**config.mk**
```make
export PLATFORM = sky130hd
export DESIGN_NAME = pi_frame_rx
export DESIGN_NICKNAME = d
export VERILOG_FILES = /design/src/rtl/pi_rx_pkg.sv /design/src/rtl/pi_frame_rx_ram.sv /design/src/rtl/pi_frame_rx.sv
export SDC_FILE = /design/constraint.sdc
export NUM_CORES = 1
export LEC_CHECK = 0
export CORE_AREA = 2 2 204 206
export CTS_CLUSTER_DIAMETER = 80
export DETAILED_ROUTE_END_ITERATION = 6
export DIE_AREA = 0 0 206 208
export DONT_BUFFER_PORTS = 1
export PLACE_DENSITY = 0.75
export SETUP_SLACK_MARGIN = 0.1
export SYNTH_ARGS = -nofsm -noshare
export SYNTH_HDL_FRONTEND = slang
export SYNTH_SLANG_ARGS = --single-unit
export TNS_END_PERCENT = 5
```
**constraint.sdc**
```tcl
create_clock -name pi_clk -period 3.88 [get_ports pi_clk]
set_input_delay 1.164 -clock pi_clk [delete_from_list [all_inputs] [get_ports pi_clk]]
set_output_delay 1.164 -clock pi_clk [all_outputs]
set_load 0.01 [all_outputs]
```
**src/rtl/pi_rx_pkg.sv**
```systemverilog
// pi_rx_pkg: shared definitions for the framed GPIO receiver.
//   rx_state_t   - receiver FSM state encoding
//   SOF_DEFAULT  - default start-of-frame code
//   HDR_LSB/MSB  - bit range of a beat that carries header/checksum fields
package pi_rx_pkg;

  typedef enum logic [2:0] {
    ST_IDLE,
    ST_BANK,
    ST_LEN,
    ST_PAYLOAD,
    ST_CSUM
  } rx_state_t;

  localparam logic [7:0] SOF_DEFAULT = 8'hA5;

  localparam int HDR_LSB = 0;
  localparam int HDR_MSB = 7;

endpackage

```
**src/rtl/pi_frame_rx_ram.sv**
```systemverilog
// pi_bank_ram: NUM_BANKS x DEPTH word store for received payloads.
//   pi_clk            clock
//   rst               synchronous reset (clears the read register only)
//   we/wr_bank/wr_addr/wr_data   single write port
//   rd_bank/rd_addr   read address, sampled on posedge
//   rd_data           registered read data, old value on same-address write
module pi_bank_ram #(
  parameter int DATA_W    = 8,
  parameter int DEPTH     = 16,
  parameter int NUM_BANKS = 4
) (
  input  logic                         pi_clk,
  input  logic                         rst,
  input  logic                         we,
  input  logic [$clog2(NUM_BANKS)-1:0] wr_bank,
  input  logic [$clog2(DEPTH)-1:0]     wr_addr,
  input  logic [DATA_W-1:0]            wr_data,
  input  logic [$clog2(NUM_BANKS)-1:0] rd_bank,
  input  logic [$clog2(DEPTH)-1:0]     rd_addr,
  output logic [DATA_W-1:0]            rd_data
);

  localparam int MW = $clog2(NUM_BANKS * DEPTH);

  logic [DATA_W-1:0] mem [NUM_BANKS*DEPTH];
  logic [MW-1:0]     wr_idx;
  logic [MW-1:0]     rd_idx;

  assign wr_idx = MW'(wr_bank) * MW'(DEPTH) + MW'(wr_addr);
  assign rd_idx = MW'(rd_bank) * MW'(DEPTH) + MW'(rd_addr);

  // Memory array is left without reset so it maps onto block RAM.
  always_ff @(posedge pi_clk) begin
    if (we) mem[wr_idx] <= wr_data;
  end

  // Non-blocking read of the array gives read-before-write on collisions.
  always_ff @(posedge pi_clk) begin
    if (rst) rd_data <= '0;
    else     rd_data <= mem[rd_idx];
  end

endmodule

```
**src/rtl/pi_frame_rx.sv**
```systemverilog
// pi_frame_rx: framed receiver from the Pi parallel GPIO bus into banked memory.
// Frame: SOF, bank id, length n, n payload words, XOR checksum (n+4 beats).
//   pi_clk, rst                 clock, synchronous active-high reset
//   gpio_data/gpio_valid        beat from the Pi, accepted when write_enable high
//   write_enable                receive gate
//   rd_bank/rd_addr/rd_data     registered read port into the banks
//   bank_valid                  per-bank "complete, checksum good" flags
//   busy                        high whenever a frame is in progress
//   frame_ok/frame_err          one-cycle commit/abort pulses
//   led                         {err_sticky, bank_valid[rd_bank], rd_data[3:0]}
//
// state      | meaning
// -----------+-----------------------------------------------
// ST_IDLE    | hunting for SOF, other beats dropped silently
// ST_BANK    | next beat is the bank id
// ST_LEN     | next beat is the payload length
// ST_PAYLOAD | writing payload words into the selected bank
// ST_CSUM    | next beat is compared against the running XOR
module pi_frame_rx
  import pi_rx_pkg::*;
#(
  parameter int         DATA_W    = 8,
  parameter int         DEPTH     = 16,
  parameter int         NUM_BANKS = 4,
  parameter logic [7:0] SOF       = SOF_DEFAULT,
  parameter int         TIMEOUT   = 1024
) (
  input  logic                         pi_clk,
  input  logic                         rst,
  input  logic [DATA_W-1:0]            gpio_data,
  input  logic                         gpio_valid,
  input  logic                         write_enable,
  input  logic [$clog2(NUM_BANKS)-1:0] rd_bank,
  input  logic [$clog2(DEPTH)-1:0]     rd_addr,
  output logic [DATA_W-1:0]            rd_data,
  output logic [NUM_BANKS-1:0]         bank_valid,
  output logic                         busy,
  output logic                         frame_ok,
  output logic                         frame_err,
  output logic [5:0]                   led
);

  localparam int BW = $clog2(NUM_BANKS);
  localparam int AW = $clog2(DEPTH);
  localparam int TW = $clog2(TIMEOUT + 1);
  localparam logic [TW-1:0] TMR_LOAD = TW'(TIMEOUT - 1);

  rx_state_t     state;
  logic [BW-1:0] bank_q;
  logic [7:0]    len_q;
  logic [7:0]    cnt_q;
  logic [7:0]    csum_q;
  logic [TW-1:0] idle_tmr;
  logic          err_sticky;

  logic          beat;
  logic [7:0]    hdr;
  logic          mem_we;

  assign beat   = gpio_valid && write_enable;
  assign hdr    = gpio_data[HDR_MSB:HDR_LSB];
  assign mem_we = beat && (state == ST_PAYLOAD) && !rst;
  assign busy   = (state != ST_IDLE);
  assign led    = {err_sticky, bank_valid[rd_bank], rd_data[3:0]};

  always_ff @(posedge pi_clk) begin
    if (rst) begin
      state      <= ST_IDLE;
      bank_q     <= '0;
      len_q      <= '0;
      cnt_q      <= '0;
      csum_q     <= '0;
      idle_tmr   <= '0;
      bank_valid <= '0;
      frame_ok   <= 1'b0;
      frame_err  <= 1'b0;
      err_sticky <= 1'b0;
    end else begin
      frame_ok  <= 1'b0;
      frame_err <= 1'b0;

      // Remaining idle cycles before abort; reloaded by every accepted beat,
      // so it runs on regardless of write_enable.
      if (state != ST_IDLE && !beat) begin
        if (idle_tmr == '0) begin
          state      <= ST_IDLE;
          frame_err  <= 1'b1;
          err_sticky <= 1'b1;
        end else begin
          idle_tmr <= idle_tmr - 1'b1;
        end
      end

      if (beat) begin
        idle_tmr <= TMR_LOAD;
        unique case (state)
          ST_IDLE: begin
            if (hdr == SOF) state <= ST_BANK;
          end
          ST_BANK: begin
            if ({24'd0, hdr} >= 32'(NUM_BANKS)) begin
              state      <= ST_IDLE;
              frame_err  <= 1'b1;
              err_sticky <= 1'b1;
            end else begin
              bank_q <= hdr[BW-1:0];
              csum_q <= hdr;
              state  <= ST_LEN;
            end
          end
          ST_LEN: begin
            if (hdr == 8'd0 || {24'd0, hdr} > 32'(DEPTH)) begin
              state      <= ST_IDLE;
              frame_err  <= 1'b1;
              err_sticky <= 1'b1;
            end else begin
              len_q              <= hdr;
              csum_q             <= csum_q ^ hdr;
              cnt_q              <= '0;
              bank_valid[bank_q] <= 1'b0;
              state              <= ST_PAYLOAD;
            end
          end
          ST_PAYLOAD: begin
            csum_q <= csum_q ^ hdr;
            cnt_q  <= cnt_q + 8'd1;
            if (cnt_q == len_q - 8'd1) state <= ST_CSUM;
          end
          ST_CSUM: begin
            if (hdr == csum_q) begin
              bank_valid[bank_q] <= 1'b1;
              frame_ok           <= 1'b1;
              err_sticky         <= 1'b0;
            end else begin
              frame_err  <= 1'b1;
              err_sticky <= 1'b1;
            end
            state <= ST_IDLE;
          end
          default: state <= ST_IDLE;
        endcase
      end
    end
  end

  pi_bank_ram #(
    .DATA_W    (DATA_W),
    .DEPTH     (DEPTH),
    .NUM_BANKS (NUM_BANKS)
  ) u_ram (
    .pi_clk  (pi_clk),
    .rst     (rst),
    .we      (mem_we),
    .wr_bank (bank_q),
    .wr_addr (cnt_q[AW-1:0]),
    .wr_data (gpio_data),
    .rd_bank (rd_bank),
    .rd_addr (rd_addr),
    .rd_data (rd_data)
  );

endmodule
```
Word-level counts from Yosys, hierarchy flattened:

Memory sizes are Yosys's and may differ from the RTL's. A register that Yosys moved wholly into a read port is not among the register bits.
Cells that the tools add are included.

* RAM bits: 512
* input bits: 18
* memories kept: 1
* register bits: 47

* add/sub/neg operators: 5
* bitwise logic cells: 9
* reductions and logical operators: 25
* multiplexer cells: 40
* equal/unequal tests: 11
* order comparisons: 5

Memories
* u_ram.mem: words 64, bits a word 8, rd ports 1, clocked after memory_dff 1, write ports 1, RTL line pi_frame_rx_ram.sv:25 `logic [DATA_W-1:0] mem [NUM_BANKS*DEPTH];`

Operators by type and width (count)
* $mux W10: 3
* $mux W8: 3
* $pmux W8 S3: 1
* $mux W1: 17
* $eq A8 B8 Y1: 2
* $pmux W8 S2: 1
* $mux W3: 5
* $add A6 B4 Y6: 2
* $pmux W3 S4: 1
* $logic_not A11 Y1: 1
* $sub A11 B1 Y11 const B: 1
* $reduce_and A3 Y1: 3
* $add A8 B1 Y8 const B: 1
* $eq A8 B8 Y1 const B: 1
* $ge A8 B3 Y1 const B: 1
* $gt A8 B5 Y1 const B: 1
* $logic_not A8 Y1: 1
* $mux W4: 2
* $ne A2 B2 Y1 const B: 4
* $pmux W4 S2: 1
* $reduce_and A4 Y1: 2
* $sub A8 B1 Y8 const B: 1
* $xor A8 B8 Y8: 1
* $eq A3 B2 Y1 const B: 2
* other kinds (21): 37

Logic depth before layout (Yosys ltp):

Gate-level depths: netlist of the first run.

* depth after elaboration: 8
* mapped depth: 10

Modules after synthesis:

Synthesis of the first run repeated with hierarchy kept, for this count alone.

* cell total of the unflattened synthesis: 1237
* area, all modules: 22900.7 sq um

Modules (own cells, without submodules)
* pi_bank_ram: seq. area each 15534.9 sq um, cells each 921, instances 1, area an instance 20120.5 sq um
* pi_frame_rx: seq. area each 940.9 sq um, cells each 316, instances 1, area an instance 2780.2 sq um

Worst setup path before layout of the first run:

No wires, ideal clock.

* kind: in2out
* start: input rd_bank[0]
* end: output led[4]
* stages: 3
* buffers on the path: 2
* data required time: 2.716 ns
* arrival time: 2.219 ns
* path slack: 0.497 ns
* cell sequence: buf_2 > buf_1 > mux4_2

* longest elaborated chain between the ends: 2

RTL lines
* start: declaration: RTL line pi_frame_rx.sv:33 `input logic [$clog2(NUM_BANKS)-1:0] rd_bank,`
* $bmux W1 S2: RTL line pi_frame_rx.sv:64 `assign led = {err_sticky, bank_valid[rd_bank], rd_data[3:0]};`
* $mux W1 (not written as such): RTL line pi_frame_rx.sv:64
* end: declaration: RTL line pi_frame_rx.sv:40 `output logic [5:0] led`

No other way between the ends. The select of a mux whose other input is x is not followed.

Worst setup path in the final report of the first run:

* start: register state[1]
* end: memory u_ram.mem[62][4] (enable)

* longest elaborated chain between the ends: 5

RTL lines
* start: declaration: RTL line pi_frame_rx.sv:48 `rx_state_t state;`
* start signal: assignment: RTL line pi_frame_rx.sv:68 `state <= ST_IDLE;`
* start signal: assignment: RTL line pi_frame_rx.sv:86 `state <= ST_IDLE;`
* start signal: assignment: RTL line pi_frame_rx.sv:98 `if (hdr == SOF) state <= ST_BANK;`
* $eq A3 B2 Y1: RTL line pi_frame_rx.sv:62 `assign mem_we = beat && (state == ST_PAYLOAD) && !rst;`
* $logic_and A1 B1 Y1 (2 in a row): RTL line pi_frame_rx.sv:62
* $mux W1: RTL line pi_frame_rx_ram.sv:34 `if (we) mem[wr_idx] <= wr_data;`
* $mux W1 (not written as such): RTL line pi_frame_rx_ram.sv:34
* end: declaration: RTL line pi_frame_rx_ram.sv:25

No other way between the ends.

==> impl_metrics.toml, run 1 <==
[status]
status = "complete, no violations"

[clock_network]
cts_setup_buffers = 0
cts_buffer_depth = 3
cts_tree = "built"
cts.repair.resized = 0
ctsHoldBuffers = 0
root_buffer = "clkbuf_16"
htree_levels = 2
path_clk_slew_ps = 70
clkSinkCount = 567
clock_latency_ps = 600
numCtsBuffers = 56

[route]
drt-total-wl_um = 49500
first_pass_iters = 5
routedWlPerCell_um = 26.6
vias = 11900
drc = 0
drt-initial-drc-count = 1321
ant_nets = 0
via_per_inst = 6.39

[synth]
yosys_warnings = 0
seq_area_frac_synth_pct = 72.1
syn_area_per_cell_um2 = 18.3
synth_fp_nets = 1270
synth-seq-cells = 567
syn-cell-area_um2 = 22800
synth-main-ff-cell = "edfxtp_1"
synthCells = 1249
synth_edf_count = 512
ys_types = 76
async_reset_ff_share_pct = 0

[critical_path]
worst-path-max-fanout = 10
arrival_ps = 3500
endpoint_kind = "flop"
r2r_start = "state[1]$_SDFF_PP0_"
critPathLaunch = "state[1]$_SDFF_PP0_"
r2r_slack_ps = 620
r2r_cells = 6
start_kind = "flop"
critPathKind = "reg -> reg"
reg2reg_to = "u_ram.mem[62][4]$_DFFE_PP_"
cp.required_ps = 4110

[floorplanning]
dieArea_um2 = 42800
coreArea_um2 = 40600
die_h_um = 208
core.rowCount = 74
start_util_pct = 56.3
die_x_um = 206
io_pins = 39

[worst_hold_path]
holdPathStages = 2
min_from = "idle_tmr[10]$_SDFFE_PP0P_"
min_path_type = "reg -> reg"
whs_endpoint = "idle_tmr[10]$_SDFFE_PP0P_"

[timing]
period_needed_ps = 3260
max_freq_ghz = 0.306
tightest_slew_ps = 835
skew_ps = 15.7
finalSetupViolations = 0
finalHoldViolations = 0
final.period_utilization_pct = 84.1
final_max_slew_viol_count = 0
rsz0062_at_grt = "false"
slew_headroom_pct = 44.1
fin_setup_tns_ps = 0

[grt]
grt_pass1_vias = 11900
antenna_found_initial = 0
grt_use_total_pct = 23.9
grt_first_pass_wirelength_um = 74900
overflow = 0
grt_max_degree = 126

[placement]
hpwlAfterDp_um = 28800
place.gp.congestion = 0.853
numPortBuffers = 0

[pwr]
total_power_w = 0.0125
p_per_area_nw_per_um2 = 494
peakVddDrop_v = 0.000318
p_leak_nw = 8.14

[job]
maxCapViolations = 0

[layout]
area_delta_synth_final_pct = 10.9
drive_gt1_share_pct = 22.2
fillers = 2792
fin_nets = 1302
diodes = 0
how the worst max path moves through the flow:
stage | depth (start not counted) | endpoint | slack, ps
floorplan | 3 | led[4] | 500
global placement | 6 | u_ram.mem[62][4]$_DFFE_PP_ | 340
detailed placement | 6 | u_ram.mem[62][4]$_DFFE_PP_ | 220
CTS | 6 | u_ram.mem[62][0]$_DFFE_PP_ | 620
global route | 6 | u_ram.mem[62][0]$_DFFE_PP_ | 490
finish | 6 | u_ram.mem[62][4]$_DFFE_PP_ | 620
critical path, cell delays in order, from the launching register on:
cell and delay (ps):
dfxtp_1 470, nand2b_1 340, nor4b_4 550, and2b_1 300
nand3_1 390, buf_4 330, nor2_1 520
layout make-up:
cell class	count	area [um2]	share of cell area (%)
clock inverters	28	298	1.18
inverters	10	37.5	0.148
flip-flops and latches	567	16500	65.0
well taps	532	666	2.63
clock buffers	76	1600	6.31
multi-input cells	597	5890	23.2
repair buffers	49	368	1.45
layer usage:
metal	wire length [um]	global-route usage (%)	vias to the layer above
met2	23300	36.2	625
li1	-	-	5079
met4	1520	8.18	0
met1	19900	34.3	6081
met3	4830	5.86	100
met5	0	0	-
stage by stage:
stage | worst slack (ps) | hold slack (ps) | instances | cell area [um2] | util [%]
2_1_floorplan | 497 | 412 | 1249 | 22800 | -
3_3_place_gp | 337 | 428 | 1755 | 23400 | 57.8
3_5_place_dp | 216 | 433 | 1755 | 23400 | 57.8
4_1_cts | 624 | 445 | 1859 | 25300 | 62.5
5_1_grt | 495 | 475 | 1859 | 25300 | 62.5
6_report | 616 | 442 | 1859 | 25300 | 62.5
synthesized netlist by cell type (6+ instances only):
cell      instances  share of area, %
nor2_1          105               1.7
buf_2            17              0.37
nand2b_1          6              0.16
a21oi_1          27              0.59
nor3_1           12              0.26
dfxtp_1          55               4.8
a31oi_1           9              0.25
nand3_1          24              0.53
mux4_2          132                13
mux2i_1          42               1.8
buf_4            19              0.62
clkbuf_1         23              0.38
nand4_1           9              0.25
a21o_1            8              0.26
nor4_1            6              0.16
xnor2_1          21              0.81
inv_1             9              0.15
edfxtp_1        512                67
xor2_1           13              0.50
nor2b_1           7              0.19
buf_6             8              0.39
buf_1             8              0.13
a311oi_1          7              0.27
o21ai_0          15              0.33
nand2_1          63               1.0
flip-flops by register name, summed over array words and instances, names as in the netlist, 2 cells and up, named ones only:
register,cells
state,3
idle_tmr,11
u_ram.rd_data,8
u_ram.mem,512
len_q,8
cnt_q,8
bank_q,2
csum_q,8
power breakdown:
| group | total (W) | internal [W] | leakage (nW) | switching, W |
|---|---|---|---|---|
| clock | 0.00551 | 0.00328 | 0.948 | 0.00224 |
| sequential | 0.00668 | 0.00666 | 5.05 | 0.0000192 |
| combinational | 0.000326 | 0.000180 | 2.15 | 0.000146 |
layout by cell type, fill, tap and decap left out, types with 10 or more instances in the layout:
cell / synthesis / routed
edfxtp_1: 512 / 512
mux4_2: 132 / 132
nor2_1: 105 / 105
nand2_1: 63 / 63
clkbuf_16: 0 / 57
dfxtp_1: 55 / 55
buf_4: 19 / 49
mux2i_1: 42 / 42
a21oi_1: 27 / 27
nand3_1: 24 / 24
xnor2_1: 21 / 21
clkinv_2: 0 / 17
o21ai_0: 15 / 15
xor2_1: 13 / 13
nor3_1: 12 / 12
clkbuf_8: 0 / 10
cell families after synthesis:
family,share of synthesized area (%)
AOI/OAI and AO/OA,3.65
xor gates and xnor gates,1.38
adders and majority gates,0.164
buffers and inverters,2.07
DFF,72.1
muxes,14.9
and+or+nand+nor,5.69
(Power assumes the default switching activity.)
==> run 2, diff against run 1 <==
- PLACE_DENSITY: 0.75 -> 0.77
- clock period: 3.88 -> 2.9 ns (I/O delays scaled with it)
==> run 2 against run 1 <==
Against the previous run:
- clock-buffer cell count rose by 8
- worst setup slack worse by 250 ps
- sequential share of layout area fell by 0.21 points
- non-clock buffer count increased by 39
- register-to-register slack got worse by 170 ps
- power is 29% higher
- sequential power grew 34%
- cell count is 1.9% higher
==> impl_metrics.toml, run 2 (same netlist as run 1, synthesis figures left out) <==
[critical_path]
endpoint_kind = "output port"
arrival_ps = 1660
start_kind = "flop"
reg2reg_to = "u_ram.mem[40][3]$_DFFE_PP_"
r2r_slack_ps = 450
r2r_start = "state[0]$_SDFF_PP0_"
cp_slowest_cell = "dfxtp_1"
worst-path-max-fanout = 10
endpoint = "busy"
cp_cell_sequence = "nor3_1, inv_1"
slowest_delay_ps = 440
critPathKind = "reg -> out"
r2r_cells = 5
cp.required_ps = 2030
critPathLaunch = "state[0]$_SDFF_PP0_"

[clock_network]
cts_buffer_depth = 3
cts_tree = "built"
ctsHoldBuffers = 0
cts_setup_buffers = 0
root_buffer = "clkbuf_16"
cts.repair.resized = 0
numCtsBuffers = 55
clkSinkCount = 567
htree_levels = 2
clock_latency_ps = 600
path_clk_slew_ps = 60

[layout]
area.sequential_um2 = 16500
fin_nets = 1340
largest_reg_flops = 512
final_area_um2 = 25400
multiInputGateArea_um2 = 5890
layout_common_cells = "edfxtp_1, mux4_2, nor2_1"
regMostFlops = "u_ram.mem"
diodes = 0
top_regs = "u_ram.mem (512), idle_tmr (11)"
drive_gt1_share_pct = 23.1
area_delta_synth_final_pct = 11.3
final_common_cell = "edfxtp_1"
fillers = 2758

[floorplanning]
io_pins = 39
die_h_um = 208
start_util_pct = 56.3
core.rowCount = 74
die_x_um = 206
dieArea_um2 = 42800
coreArea_um2 = 40600

[timing]
fin_setup_tns_ps = 0
finalSetupViolations = 0
finalHoldViolations = 0
tightest_slew_ps = 616
period_needed_ps = 2530
max_freq_ghz = 0.395
slew_headroom_pct = 58.9
rsz0062_at_grt = "false"
final_max_slew_viol_count = 0
finalWorstSetupSlack_ps = 369
skew_ps = 21.1
final.period_utilization_pct = 87.3

[status]
status = "complete, no violations"

[route]
routedWlPerCell_um = 26.4
drc = 0
vias = 12100
drt-total-wl_um = 50000
via_per_inst = 6.39
first_pass_iters = 6
ant_nets = 0
drt-initial-drc-count = 1496

[grt]
grt_pass1_vias = 12100
grt_first_pass_wirelength_um = 75900
overflow = 0
grt_use_total_pct = 24.0
grt_max_degree = 126
antenna_found_initial = 0

[pwr]
p_leak_nw = 8.24
peakVddDrop_v = 0.000428
p_per_area_nw_per_um2 = 634

[placement]
placed_area_um2 = 23700
place.gp.congestion = 0.814
numPortBuffers = 0
hpwlAfterDp_um = 29300
preCtsSetupSlack_ps = 131

[job]
maxCapViolations = 0

[worst_hold_path]
min_path_type = "in -> reg"
min_from = "rst"
==> run 2: per-stage QoR <==
step,total power [W],cells,util [%],hold WS (ps)
final,0.0161,1894,62.7,335
after global routing,0.0165,1894,62.7,311
after CTS,0.0162,1894,62.7,308
after detailed placement,0.00955,1794,58.5,447
after global placement,0.00955,1794,58.5,425
after floorplan,0.00958,1249,-,412
==> run 2: final cells by class <==
| type | count | share of cell area (%) |
|---|---|---|
| sequential | 567 | 64.8 |
| multi-input combinational | 597 | 23.2 |
| clock buffer | 84 | 6.26 |
| tap | 532 | 2.62 |
| timing repair buffer | 88 | 2.60 |
| clock inverter | 16 | 0.379 |
| inverter | 10 | 0.148 |
==> run 2: per-layer routing <==
layer / vias up / track usage [%] / share of wire, %
met4: 0 / 6.95 / 2.5
met5: - / 0 / 0
met2: 639 / 37.9 / 49
met1: 6247 / 34.4 / 40
li1: 5135 / - / -
met3: 85 / 4.97 / 9.1
==> run 2: critical path, delay by kind of cell, from the launching register on <==
| kind | cells | cell delay, ps |
|---|---|---|
| simple gates | 1 | 380 |
| flops | 1 | 440 |
| buf+inv | 1 | 250 |
==> run 2: worst min path at each step <==
stage / to / slack [ps] / depth (start not counted)
2_1_floorplan: idle_tmr[10]$_SDFFE_PP0P_ / 410 / 2
3_3_place_gp: idle_tmr[10]$_SDFFE_PP0P_ / 430 / 2
3_5_place_dp: idle_tmr[10]$_SDFFE_PP0P_ / 450 / 2
4_1_cts: idle_tmr[7]$_SDFFE_PP0P_ / 310 / 1
5_1_grt: flop / 310 / 1
6_report: flop / 330 / 1
==> run 2: where the power goes <==
part	internal, W	switching [W]	leakage (nW)
clock network	0.00384	0.00288	0.833
logic	0.000245	0.000192	2.36
registers	0.00891	0.0000302	5.05
